### src/rtl/video_adaptive_binarizer_if.sv
// Camera-side video stream into the binarizer and the re-timed binary stream plus
// threshold status out of it.
interface video_adaptive_binarizer_if;
    logic       video_frame_valid;
    logic       video_line_valid;
    logic       video_data_valid;
    logic [7:0] video_data_in;
    logic       video_frame_valid_out;
    logic       video_line_valid_out;
    logic       video_data_valid_out;
    logic [7:0] video_data_out;
    logic [7:0] threshold_out;
    logic       stats_valid;

    modport master (
        output video_frame_valid, video_line_valid, video_data_valid, video_data_in,
        input  video_frame_valid_out, video_line_valid_out, video_data_valid_out,
        input  video_data_out, threshold_out, stats_valid
    );

    modport slave (
        input  video_frame_valid, video_line_valid, video_data_valid, video_data_in,
        output video_frame_valid_out, video_line_valid_out, video_data_valid_out,
        output video_data_out, threshold_out, stats_valid
    );
endinterface

### src/rtl/video_adaptive_binarizer.sv
// Binarizes grey video against the previous frame's mean luminance plus an offset,
// with data and syncs delayed one clock so the image stays aligned.
module video_adaptive_binarizer #(
    parameter logic [7:0]        THR_INIT   = 8'd150,
    parameter logic signed [8:0] THR_OFFSET = 9'sd0,
    parameter logic [7:0]        THR_MIN    = 8'd16,
    parameter logic [7:0]        THR_MAX    = 8'd240
) (
    input logic                        clk,
    input logic                        reset,
    video_adaptive_binarizer_if.slave  vif
);

    typedef enum logic [1:0] {IDLE, ACCUM, DIVIDE, UPDATE} state_t;

    state_t      state_q;
    logic        fv_q, lv_q, dv_q;
    logic [7:0]  data_q, data_d;
    logic [7:0]  thr_active_q, thr_next_q, thr_eff;
    logic [31:0] sum_q, rem_q, divisor;
    logic [19:0] cnt_q;
    logic [7:0]  quo_q;
    logic [2:0]  bit_q;
    logic        stats_q;
    logic        frame_start, frame_end, accept;
    logic signed [9:0] thr_sum;
    logic [7:0]  thr_upd;

    always_comb begin
        frame_start = vif.video_frame_valid & ~fv_q;
        frame_end   = ~vif.video_frame_valid & fv_q;
        // First pixel of a frame must already see the threshold that thr_active takes on this edge
        thr_eff = frame_start ? thr_next_q : thr_active_q;
        data_d  = 8'h00;
        if (vif.video_data_valid && (vif.video_data_in > thr_eff))
            data_d = 8'hFF;
        accept  = vif.video_frame_valid & vif.video_data_valid & (cnt_q != '1);
        divisor = {12'd0, cnt_q} << bit_q;
        thr_sum = signed'({2'b00, quo_q}) + signed'({THR_OFFSET[8], THR_OFFSET});
        thr_upd = thr_sum[7:0];
        if (thr_sum < signed'({2'b00, THR_MIN}))
            thr_upd = THR_MIN;
        else if (thr_sum > signed'({2'b00, THR_MAX}))
            thr_upd = THR_MAX;
    end

    always_ff @(posedge clk) begin
        if (reset) begin
            state_q      <= IDLE;
            fv_q         <= 1'b0;
            lv_q         <= 1'b0;
            dv_q         <= 1'b0;
            data_q       <= '0;
            thr_active_q <= THR_INIT;
            thr_next_q   <= THR_INIT;
            sum_q        <= '0;
            cnt_q        <= '0;
            rem_q        <= '0;
            quo_q        <= '0;
            bit_q        <= '0;
            stats_q      <= 1'b0;
        end else begin
            fv_q    <= vif.video_frame_valid;
            lv_q    <= vif.video_line_valid;
            dv_q    <= vif.video_data_valid;
            data_q  <= data_d;
            stats_q <= 1'b0;
            if (frame_start) begin
                // Also aborts a pending divide/update; thr_next keeps its old value
                thr_active_q <= thr_next_q;
                state_q      <= ACCUM;
                sum_q        <= vif.video_data_valid ? {24'd0, vif.video_data_in} : '0;
                cnt_q        <= vif.video_data_valid ? 20'd1 : '0;
            end else begin
                case (state_q)
                    IDLE: ;
                    ACCUM: begin
                        if (frame_end) begin
                            if (cnt_q != '0) begin
                                state_q <= DIVIDE;
                                rem_q   <= sum_q;
                                quo_q   <= '0;
                                bit_q   <= 3'd7;
                            end else begin
                                state_q <= IDLE;
                            end
                        end else if (accept) begin
                            sum_q <= sum_q + {24'd0, vif.video_data_in};
                            cnt_q <= cnt_q + 20'd1;
                        end
                    end
                    DIVIDE: begin
                        if (rem_q >= divisor) begin
                            rem_q        <= rem_q - divisor;
                            quo_q[bit_q] <= 1'b1;
                        end
                        if (bit_q == 3'd0)
                            state_q <= UPDATE;
                        else
                            bit_q <= bit_q - 3'd1;
                    end
                    UPDATE: begin
                        thr_next_q <= thr_upd;
                        stats_q    <= 1'b1;
                        state_q    <= IDLE;
                    end
                    default: state_q <= IDLE;
                endcase
            end
        end
    end

    assign vif.video_frame_valid_out = fv_q;
    assign vif.video_line_valid_out  = lv_q;
    assign vif.video_data_valid_out  = dv_q;
    assign vif.video_data_out        = data_q;
    assign vif.threshold_out         = thr_active_q;
    assign vif.stats_valid           = stats_q;

endmodule
### src/flat_wrapper.sv
// flat-port wrapper written by rule: the top's interface ports become plain ports
module video_adaptive_binarizer_flat 
#(
    parameter logic [7:0]        THR_INIT   = 8'd150,
    parameter logic signed [8:0] THR_OFFSET = 9'sd0,
    parameter logic [7:0]        THR_MIN    = 8'd16,
    parameter logic [7:0]        THR_MAX    = 8'd240
)
  (clk, reset, vif_video_frame_valid, vif_video_line_valid, vif_video_data_valid, vif_video_data_in, vif_video_frame_valid_out, vif_video_line_valid_out, vif_video_data_valid_out, vif_video_data_out, vif_threshold_out, vif_stats_valid);
  video_adaptive_binarizer_if vif_i ();
  input logic clk;
  input logic reset;
  input wire logic [$bits(vif_i.video_frame_valid)-1:0] vif_video_frame_valid;
  input wire logic [$bits(vif_i.video_line_valid)-1:0] vif_video_line_valid;
  input wire logic [$bits(vif_i.video_data_valid)-1:0] vif_video_data_valid;
  input wire logic [$bits(vif_i.video_data_in)-1:0] vif_video_data_in;
  output wire logic [$bits(vif_i.video_frame_valid_out)-1:0] vif_video_frame_valid_out;
  output wire logic [$bits(vif_i.video_line_valid_out)-1:0] vif_video_line_valid_out;
  output wire logic [$bits(vif_i.video_data_valid_out)-1:0] vif_video_data_valid_out;
  output wire logic [$bits(vif_i.video_data_out)-1:0] vif_video_data_out;
  output wire logic [$bits(vif_i.threshold_out)-1:0] vif_threshold_out;
  output wire logic [$bits(vif_i.stats_valid)-1:0] vif_stats_valid;
  assign vif_i.video_frame_valid = vif_video_frame_valid;
  assign vif_i.video_line_valid = vif_video_line_valid;
  assign vif_i.video_data_valid = vif_video_data_valid;
  assign vif_i.video_data_in = vif_video_data_in;
  assign vif_video_frame_valid_out = vif_i.video_frame_valid_out;
  assign vif_video_line_valid_out = vif_i.video_line_valid_out;
  assign vif_video_data_valid_out = vif_i.video_data_valid_out;
  assign vif_video_data_out = vif_i.video_data_out;
  assign vif_threshold_out = vif_i.threshold_out;
  assign vif_stats_valid = vif_i.stats_valid;
  video_adaptive_binarizer #(.THR_INIT(THR_INIT), .THR_OFFSET(THR_OFFSET), .THR_MIN(THR_MIN), .THR_MAX(THR_MAX)) u_core (.clk(clk), .reset(reset), .vif(vif_i));
endmodule
### config.mk
export PLATFORM = sky130hd
export DESIGN_NAME = video_adaptive_binarizer_flat
export DESIGN_NICKNAME = d
export VERILOG_FILES = /design/src/rtl/video_adaptive_binarizer_if.sv /design/src/rtl/video_adaptive_binarizer.sv /design/src/flat_wrapper.sv
export SDC_FILE = /design/constraint.sdc
export NUM_CORES = 1
export LEC_CHECK = 0
export ABC_CLOCK_PERIOD_IN_PS = 5850
export BUFFER_PORTS_ARGS = -buffer_cell sky130_fd_sc_hd__clkbuf_2
export CORE_MARGIN = 2
export CORE_UTILIZATION = 50
export DETAILED_ROUTE_END_ITERATION = 8
export GPL_TIMING_DRIVEN = 0
export PLACE_DENSITY = 0.67
export SETUP_SLACK_MARGIN = 0.5
export SYNTH_ARGS = -nofsm -noshare
export SYNTH_HDL_FRONTEND = slang
export SYNTH_SLANG_ARGS = --single-unit
### constraint.sdc
create_clock -name clk -period 5.85 [get_ports clk]
set_input_delay 1.17 -clock clk [delete_from_list [all_inputs] [get_ports clk]]
set_output_delay 1.17 -clock clk [all_outputs]
set_load 0.01 [all_outputs]
==> flow_metrics.tcl <==
set metrics [dict create \
    synth_cell_type_count 66 \
    synth_compound_area_frac 0.2155 \
    drc 0 \
    vdd_ir_drop_max_mv 0.2201 \
    fmax_mhz 203.4 \
    hold_viol 0 \
    clkLatencyLatePin_ns 0.43 \
    clkSinkCount 118 \
    gp_congestion 0.9424 \
    grt.total_usage 0.2896 \
    die_x_um 131.2 \
    dp_hpwl_um 18530 \
    routedWlPerCell_um 19.06 \
    synthAdderAreaFrac 0.08224 \
    syn_nets 1082 \
    finalSetupTns_ns 0 \
    muxShareOfSynthArea 0.07853 \
    antenna_cells 0 \
    synth_ff_type "dfxtp_1" \
    wl_um 24680 \
    drv_slew 0 \
    ctsLongestPathBuffers 2 \
    cts_buffers 17 \
    fin_cells 1295 \
    cts_tree "built" \
    syn_to_final_growth_pct 13.36 \
    synth_top_family_by_area "simple AND/OR/NAND/NOR gates" \
    core_mm2 0.01583 \
    ant_nets 0 \
    status "completed" \
    nets 1132 \
    first_pass_iters 5 \
    fill_cells 1473 \
    drv_cap 0 \
    synthCells 1017 \
    die-area_mm2 0.01722 \
    portBuffers 31 \
    final-setup-viol-count 0 \
    ys_warn_count 0 \
    drt_iter0_markers 808 \
    fp-row-count 46 \
    synth-xor-area-share 0.06060 \
    path_clk_slew_ns 0.06 \
    start_util 0.5114 \
    cts_htree_levels 4 \
    placed_cells 1264 \
    ios 33 \
    ys_ff_latch 118 \
    grt_pass1_vias 7394 \
    ys_seq_area_frac 0.2919 \
    critPathLaunchType "flip-flop" \
    required_ns 6.20 \
    tightest_slew_ns 0.8164 \
    critPathCaptureType "flip-flop" \
    synthesis.area_mm2 0.008094 \
    num_vias 7790 \
    cp.arrival_ns 5.26 \
    yosysTopAreaCell "dfxtp_1" \
    crit_fanout 10 \
    power_density_mw_per_mm2 315.0 \
    criticalPathCategory "reg2reg" \
    drive_gt1_frac 0.09175 \
    hold_class "reg2reg" \
    synth_area_per_cell_um2 7.959 \
    timing.final.crit_period_ns 4.918 \
    yosysTopAreaCellShare 0.2919 \
    leakagePower_nw 3.618 \
    post_drt_via_cell_ratio 6.015 \
    async_reset_ff_frac 0 \
    grt_max_degree 17 \
    root_buffer "clkbuf_16" \
    rsz0062_at_grt "false" \
    synth_area_leaders "dfxtp_1 (29%), ha_1 (7.7%), nor2_1 (5.6%), a21oi_1 (5.6%), mux2i_1 (5.1%)" \
    antenna_found_initial 0 \
    yosys.area_share.simple 0.2195 \
    period_share 0.8406 \
    slew_headroom 0.4558 \
    finalClockSkew_ns 0.01273 \
    dieHeight_um 131.2 \
    synth_edf_count 0 \
    gr-total-overflow 0 \
    grt_pass1_wl_um 39350 \
]
==> cell type report <==
class,instances,area [um^2],area share
multi-input combinational,797,5315,0.5793
sequential,118,2362,0.2575
clock buffer,17,425.4,0.04637
buffer,68,295.3,0.03218
tap,216,270.3,0.02946
clock inverter,14,224.0,0.02441
timing repair buffer,31,155.1,0.01691
inverter,34,127.6,0.01391
==> final timing paths <==
kind	start	to	slack (ns)	cells after the start
max	u_core.bit_q[0]	u_core.rem_q[30]	0.93	16
min	u_core.rem_q[0]	u_core.rem_q[0]	0.47	2
min reg2reg	u_core.rem_q[0]	u_core.rem_q[0]	0.47	2
max reg2reg	u_core.bit_q[0]	u_core.rem_q[30]	0.93	16
==> cell families after synthesis <==
group / count (synthesis)
buf+inv: 102
fa+ha+maj: 52
compound gates: 268
mux: 52
simple gates: 369
xor+xnor: 56
flops: 118
==> state kept, by name, summed over array words and instances (netlist names), 2 cells and up <==
register	cells
u_core.vif.threshold_out	8
u_core.cnt_q	20
u_core.quo_q	8
u_core.rem_q	32
u_core.thr_next_q	8
u_core.state_q	2
u_core.sum_q	32
u_core.bit_q	3
==> report_power, final <==
| part | total, mW | switching (mW) | internal, mW | leakage, nW |
|---|---|---|---|---|
| registers | 0.862 | 0.0260 | 0.836 | 0.957 |
| logic | 0.862 | 0.525 | 0.337 | 2.35 |
| clock network | 1.17 | 0.408 | 0.759 | 0.315 |
==> layout by cell type (no fill, tap or decap), types with 13 or more instances in the layout <==
cell,Yosys,final
inv_1,33,33
dfxtp_1,118,118
o21ai_0,40,40
nor2_1,121,121
nand2_1,78,78
nand4_1,21,21
a21oi_1,90,90
xor2_1,31,31
xnor2_1,25,25
a31oi_1,13,13
and3_1,14,14
ha_1,50,50
or3_1,13,13
nor3_1,13,13
clkbuf_2,0,34
nand3_1,41,41
clkbuf_1,49,47
nor2b_1,15,15
clkbuf_16,0,17
a211oi_1,28,28
mux2i_1,41,41
a21o_1,16,16
==> repair_timing <==
| item | CTS | global route |
|---|---|---|
| setup endpoints to repair | 1 | 15 |
| buffers inserted | 0 | 0 |
| gates resized for setup | 2 | 4 |
| hold buffers | 0 | 0 |
==> worst max-delay path, stage by stage (launching register included) <==
cell and delay, ns:
dfxtp_1 0.30, clkbuf_2 0.28, clkbuf_2 0.31, clkbuf_2 0.30, nor2_1 0.16, nand2_1 0.15, nor2_1 0.07, ha_1 0.23
fa_1 0.41, nand2b_1 0.20, a21oi_1 0.27, o211ai_1 0.18, a2111oi_1 0.68, o21ai_1 0.28, a2111oi_1 0.59, o311ai_0 0.23
a31oi_1 0.20
==> metal layers <==
metal	up-vias	global-route usage	wire (um)
li1	3806	-	-
met1	3658	0.3961	11130
met2	286	0.4570	11140
met3	40	0.05787	1928
met4	0	0.09903	482
met5	-	0	0
==> cells in the mapped netlist, types with 4 or more instances <==
cell	count
a2111o_1	4
a211o_1	4
a211oi_1	28
a21o_1	16
a21oi_1	90
a221o_1	4
a311oi_1	9
a31oi_1	13
and2_1	11
and3_1	14
and4_1	5
buf_1	4
buf_2	8
buf_4	7
clkbuf_1	49
dfxtp_1	118
ha_1	50
inv_1	33
mux2i_1	41
mux4_2	9
nand2_1	78
nand2b_1	12
nand3_1	41
nand4_1	21
nor2_1	121
nor2b_1	15
nor3_1	13
nor4_1	10
o211ai_1	12
o21ai_0	40
o21bai_1	4
o22ai_1	6
or3_1	13
or4_1	6
xnor2_1	25
xor2_1	31
==> stage by stage <==
step	total power, mW	utilization	worst slack, ns	area [um^2]	hold slack [ns]
after detailed placement	1.713	0.5383	0.1600	8519	0.4504
after global placement	1.711	0.5383	0.2340	8519	0.4442
after global routing	3.035	0.5797	0.6871	9175	0.4782
after floorplan	1.522	-	1.419	8094	0.4319
final	2.890	0.5797	0.9324	9175	0.4661
after CTS	2.887	0.5794	0.5210	9171	0.4622
Power figures use the tool's default switching activity.
